==> config.mk <==
export PLATFORM = sky130hd
export DESIGN_NAME = cv32e40x_fetch_txn_scheduler
export DESIGN_NICKNAME = d
export VERILOG_FILES = /design/src/rtl/cv32e40x_fetch_txn_scheduler.sv
export SDC_FILE = /design/constraint.sdc
export NUM_CORES = 1
export LEC_CHECK = 0
export ABC_AREA = 1
export CORE_MARGIN = 2
export CORE_UTILIZATION = 41
export CTS_CLUSTER_DIAMETER = 150
export DETAILED_ROUTE_END_ITERATION = 16
export MAX_ROUTING_LAYER = met4
export PLACE_DENSITY = 0.91
export SKIP_LAST_GASP = 1
export SLEW_MARGIN = 20
export SYNTH_ARGS = -nofsm -noshare
export SYNTH_HDL_FRONTEND = slang
export SYNTH_SLANG_ARGS = --single-unit
==> constraint.sdc <==
create_clock -name clk -period 4.9 [get_ports clk]
set_clock_uncertainty 0.2 [all_clocks]
set_input_delay 1.225 -clock clk [delete_from_list [all_inputs] [get_ports clk]]
set_output_delay 1.225 -clock clk [all_outputs]
set_load 0.02 [all_outputs]
==> src/rtl/cv32e40x_fetch_txn_scheduler.sv <==
// Instruction-fetch transaction scheduler.
// Sits between the prefetcher's transaction port and the OBI instruction bus.
// It holds an ungranted request stable and caps the number of granted,
// unanswered transactions. Responses to transactions issued before a flush
// are tracked and discarded.
module cv32e40x_fetch_txn_scheduler #(
  parameter int MAX_OUTSTND = 2,
  parameter int CNT_WIDTH   = $clog2(MAX_OUTSTND + 1)
) (
  input  logic                 clk,
  input  logic                 rst_n,
  input  logic                 flush_i,
  input  logic                 trans_valid_i,
  output logic                 trans_ready_o,
  input  logic [31:0]          trans_addr_i,
  output logic                 obi_req_o,
  input  logic                 obi_gnt_i,
  output logic [31:0]          obi_addr_o,
  input  logic                 obi_rvalid_i,
  input  logic [31:0]          obi_rdata_i,
  input  logic                 obi_err_i,
  output logic                 resp_valid_o,
  output logic [31:0]          resp_rdata_o,
  output logic                 resp_err_o,
  output logic [CNT_WIDTH-1:0] outstnd_cnt_o,
  output logic                 busy_o
);

  localparam logic [CNT_WIDTH-1:0] MAX_CNT = CNT_WIDTH'(MAX_OUTSTND);

  typedef enum logic {
    IDLE     = 1'b0,
    WAIT_GNT = 1'b1
  } state_t;

  state_t                r_state;
  state_t                w_state_nxt;
  logic [31:0]           r_addr;
  logic                  r_kill;
  logic [CNT_WIDTH-1:0]  r_outstnd_cnt;
  logic [CNT_WIDTH-1:0]  r_drop_cnt;
  logic [CNT_WIDTH-1:0]  w_outstnd_nxt;
  logic [CNT_WIDTH-1:0]  w_drop_nxt;
  logic                  w_grant_fire;
  logic                  w_held_grant;

  // FSM state register
  always_ff @(posedge clk or negedge rst_n) begin
    if (!rst_n) begin
      r_state <= IDLE;
    end else begin
      r_state <= w_state_nxt;
    end
  end

  // FSM next state: an ungranted request parks in WAIT_GNT until granted
  always_comb begin
    w_state_nxt = r_state;
    case (r_state)
      IDLE:     if (obi_req_o && !obi_gnt_i) w_state_nxt = WAIT_GNT;
      WAIT_GNT: if (obi_gnt_i)               w_state_nxt = IDLE;
      default:                               w_state_nxt = IDLE;
    endcase
  end

  // FSM outputs: IDLE passes the request straight through, WAIT_GNT replays the held one
  always_comb begin
    trans_ready_o = 1'b0;
    obi_req_o     = 1'b0;
    obi_addr_o    = trans_addr_i;
    case (r_state)
      IDLE: begin
        trans_ready_o = (r_outstnd_cnt < MAX_CNT);
        obi_req_o     = trans_valid_i && trans_ready_o;
        obi_addr_o    = trans_addr_i;
      end
      WAIT_GNT: begin
        trans_ready_o = 1'b0;
        obi_req_o     = 1'b1;
        obi_addr_o    = r_addr;
      end
      default: begin
        trans_ready_o = 1'b0;
        obi_req_o     = 1'b0;
      end
    endcase
  end

  assign w_grant_fire = obi_req_o && obi_gnt_i;
  // A grant taken in WAIT_GNT belongs to a request accepted in an earlier cycle
  assign w_held_grant = w_grant_fire && (r_state == WAIT_GNT);

  // Counter next values; a flush turns everything still outstanding into drops,
  // except a response landing in the flush cycle, which is discarded directly
  always_comb begin
    w_outstnd_nxt = r_outstnd_cnt + CNT_WIDTH'(w_grant_fire) - CNT_WIDTH'(obi_rvalid_i);
    if (flush_i) begin
      w_drop_nxt = r_outstnd_cnt - CNT_WIDTH'(obi_rvalid_i) + CNT_WIDTH'(w_held_grant);
    end else begin
      w_drop_nxt = r_drop_cnt
                 - CNT_WIDTH'(obi_rvalid_i && (r_drop_cnt != '0))
                 + CNT_WIDTH'(w_held_grant && r_kill);
    end
  end

  // Held address and kill flag: captured on entry to WAIT_GNT, killed by a flush while held
  always_ff @(posedge clk or negedge rst_n) begin
    if (!rst_n) begin
      r_addr <= '0;
      r_kill <= 1'b0;
    end else if ((r_state == IDLE) && obi_req_o && !obi_gnt_i) begin
      r_addr <= trans_addr_i;
      r_kill <= 1'b0;
    end else if ((r_state == WAIT_GNT) && flush_i) begin
      r_kill <= 1'b1;
    end
  end

  // Outstanding and drop counters
  always_ff @(posedge clk or negedge rst_n) begin
    if (!rst_n) begin
      r_outstnd_cnt <= '0;
      r_drop_cnt    <= '0;
    end else begin
      r_outstnd_cnt <= w_outstnd_nxt;
      r_drop_cnt    <= w_drop_nxt;
    end
  end

  assign resp_valid_o  = obi_rvalid_i && (r_drop_cnt == '0) && !flush_i;
  assign resp_rdata_o  = obi_rdata_i;
  assign resp_err_o    = obi_err_i;
  assign outstnd_cnt_o = r_outstnd_cnt;
  assign busy_o        = (r_state == WAIT_GNT) || (r_outstnd_cnt != '0);

  a_drop_le_outstnd: assert property (@(posedge clk) disable iff (!rst_n)
    r_drop_cnt <= r_outstnd_cnt);
  a_outstnd_le_max: assert property (@(posedge clk) disable iff (!rst_n)
    r_outstnd_cnt <= MAX_CNT);
  a_no_spurious_rvalid: assert property (@(posedge clk) disable iff (!rst_n)
    !(obi_rvalid_i && (r_outstnd_cnt == '0)));
  a_addr_stable: assert property (@(posedge clk) disable iff (!rst_n)
    (obi_req_o && !obi_gnt_i) |=> $stable(obi_addr_o));
  a_no_grant_overflow: assert property (@(posedge clk) disable iff (!rst_n)
    !(w_grant_fire && !obi_rvalid_i && (r_outstnd_cnt == MAX_CNT)));

endmodule

### Word level (Yosys, flattened, before mapping)

Index checks and enable logic that the tools add are counted.

| storage, ports and cells | value |
|---|---|
| input port bits | 71 |
| flip-flop bits (word level) | 38 |
| logic and storage cells | 40 |
| output and inout bits | 71 |

| operators by class | value |
|---|---|
| mux-type cells | 9 |
| bitwise operators | 1 |
| reduce and logical (&&, ||, !) cells | 18 |
| add/sub/neg operators | 6 |
| $lt $le $gt $ge | 1 |

Operator list:

| cell | number |
|---|---|
| 32-bit case mux with 2 select lines | 1 |
| 1-bit logical AND | 11 |
| 2-bit by 1-bit adder with 2-bit output | 3 |
| 1-bit case mux with 2 select lines | 3 |
| 2-bit nonzero test | 3 |
| 2-bit by 1-bit subtractor with 2-bit output | 3 |
| 1-bit 2-to-1 mux | 4 |
| 1-bit zero test | 2 |
| 2-bit zero test | 1 |
| 2-bit < comparator (second input constant) | 1 |
| 2-bit 2-to-1 mux | 1 |
| 1-bit logical OR | 1 |
| 1-bit NOT | 1 |

### Longest topological paths before layout

| logic depth | value |
|---|---|
| depth after elaboration | 8 |
| mapped depth | 12 |
| depth with buffers taken out | 10 |

### Least setup slack after synthesis

OpenSTA, ideal clock, no wires.

| timing path | value |
|---|---|
| kind | input port to output port |
| from | in flush_i |
| to | out resp_valid_o |
| arrival time | 1944 ps |
| data required time | 3475 ps |
| cell stages on the path | 1 |
| buffers on the path | 0 |
| setup slack | 1531 ps |
| cell sequence | nor4_1 |

| on the way | value |
|---|---|
| cells in the longest elaborated chain, start to end | 2 |

RTL lines:

| element | RTL line | source |
|---|---|---|
| from (decl) | 12 | `input logic flush_i,` |
| 1-bit zero test | 130 | `assign resp_valid_o = obi_rvalid_i && (r_drop_cnt == '0) && !flush_i;` |
| 1-bit logical AND | 130 |  |
| to (decl) | 22 | `output logic resp_valid_o,` |

No other way between the ends.

### Worst setup path in the final report

Ends and elaborated chain as after synthesis.

==> run summary <==
total grt overflow: 0
CTS HTree Levels: 2
Port Buffer Count: 75
Power Dens Cells: 501.7 mW/mm2
Tmin final: 4.097 ns
Hold Path End: r_addr[15]
setup repair after global routing missed its margin: false
yosys warns: 0
Die Wd: 80.63 um
HP Start: r_addr[15]
CP Max Fanout: 5
leakage power: 1.387 nW
fin. max-slew vios: 0
R2R Setup Slk: 2.44 ns
setup_tns: 0 ns
via count: 1873
Yosys top cell area share: 39.50%
fin cells: 404
Post-CTS Resized: 0
run status: complete, no violations
antenna violations before repair: 0
die area: 0.006500 mm2
Relative slew margins: 30.93%
clk buf depth: 2
Synth-to-Final Area Change: 23.02%
Reg2Reg Depth: 9
# setup viols final: 0
drt wl/cell: 11.39 um
final wirelength: 4603 um
largest net degree at the start of global routing: 71
flops & latches, synth: 38
commonest cells after routing, fill and taps aside: nand2_1 (81), clkdlybuf4s50_1 (74), inv_1 (44)
Num CTS Buffers: 5
peak supply drop: 0.0002274 V
DR vias/cell: 4.636
Synth Area per Inst: 8.105 um2
RR Endpoint: r_drop_cnt[1]
std cell rows: 27
Setup Fix Bufs, Post-CTS: 0
Unique masters post-synth: 19
Req. time, crit path: 3.47 ns
commonest non-fill, non-tap cell in the layout: nand2_1
fillers: 557
DRC: 0
Area contributors post-synth: dfrtp_1 (40%), nand2_1 (13%), o21ai_2 (12%)
hpwl dp: 3383 um
critical path type: in -> out
period utilization: 83.61%
Antenna Diode Count: 0
worst slew pin tran: 1.036 ns
CP arrival: 2.67 ns
register area share after synthesis: 39.50%
Clock Root Buffer: clkbuf_8
dpl cells: 397
Synth area leader: dfrtp_1
Die Height: 80.63 um
Pwr Total: 1.486 mW
DR iter-0 viols: 46
Synth Instances: 297
Fin. Hold Viols: 0
Post-DRT Antenna Nets: 0
crit path capture type: output port
Mapped Area: 0.002407 mm2
share of layout cells above drive strength 1: 12.35%
NumNets Final: 409
CP Launch Type: input port
vias in the first global route: 1875
core area: 0.005574 mm2
First-pass DRT Iterations: 4
GP Congestion: 0.6845
FF-to-FF Start: r_state
global-route wire length before repair: 7852 um
worst hold stages: 2
number of top-level pins: 142
initial core utilization: 43.19%
max-cap violations: 0
fmax: 244.1 MHz
worst skew pair latency: 0.27 ns
syn nets: 374
CTS tree: built
Worst-path clk slew: 0.07 ns
Hold Crit Class: reg -> reg
CTS sink count: 38
CTS Hold Buffers Added: 0
GRT Overall Usage: 15.55%
[metrics by stage]
step / hold WS (ns) / util (%) / area [um2] / setup slack [ns]
final: 0.2839 / 53.13 / 2962 / 0.8030
after global routing: 0.3018 / 53.13 / 2962 / 0.7222
after CTS: 0.2854 / 53.13 / 2962 / 0.7852
after detailed placement: 0.2681 / 51.76 / 2885 / 0.7897
after global placement: 0.2624 / 51.76 / 2885 / 0.8380
after floorplan: 0.2548 / - / 2407 / 1.531
[cells in the mapped netlist, drive strengths merged]
master,number
nand2,81
o21ai,64
inv,44
buf,43
dfrtp,38
ha,6
nand3,6
clkbuf,4
nor2,4
a21oi,2
xnor2,2
a31oi,1
nand3b,1
nor4,1
[critical path: stages]
cell             delay (ns)
clkdlybuf4s50_1        0.49
nor4_1                 0.31
clkdlybuf4s50_1        0.65
[power by group]
part	total (mW)	internal (mW)	switching [mW]
sequential	0.593	0.470	0.123
clock	0.195	0.0979	0.0972
combinational	0.698	0.333	0.365
[sequential cells by signal (all words and copies together), names as in the netlist]
name and count:
outstnd_cnt_o 2, r_addr 32, r_drop_cnt 2, r_kill 1, r_state 1
[area by class of cell]
class | instances | area [um2] | area share, %
repair buffers | 75 | 745.7 | 25.18
clock buffers | 7 | 76.32 | 2.577
multi-input cells | 168 | 932.1 | 31.47
well taps | 72 | 90.09 | 3.042
inverters | 44 | 165.2 | 5.577
flip-flops and latches | 38 | 952.2 | 32.15
[routing by layer]
layer	up-vias	GRT usage (%)	wire, um
met5	-	-	0
met4	0	4.576	0
met3	0	4.382	265
met2	58	27.50	2446
met1	860	17.03	1891
li1	955	-	-
[logic make-up (layout without fill, tap and decap cells)]
family	after synthesis	in the layout	share of synthesized area [%]
buf+inv	91	126	21.78
xor+xnor	2	2	0.7278
fa+ha+maj	6	6	3.118
simple gates	93	93	15.90
flops	38	38	39.50
compound gates	67	67	18.97
[how the worst max path moves through the flow]
stage,start,slack (ns),cells after the start,endpoint
6_report,flush_i,0.80,3,resp_valid_o
5_1_grt,obi_rvalid_i,0.72,4,resp_valid_o
4_1_cts,flush_i,0.79,3,resp_valid_o
3_5_place_dp,flush_i,0.79,3,resp_valid_o
3_3_place_gp,flush_i,0.84,3,resp_valid_o
2_1_floorplan,flush_i,1.53,1,resp_valid_o
No activity file was read; power rests on OpenSTA's default activity.
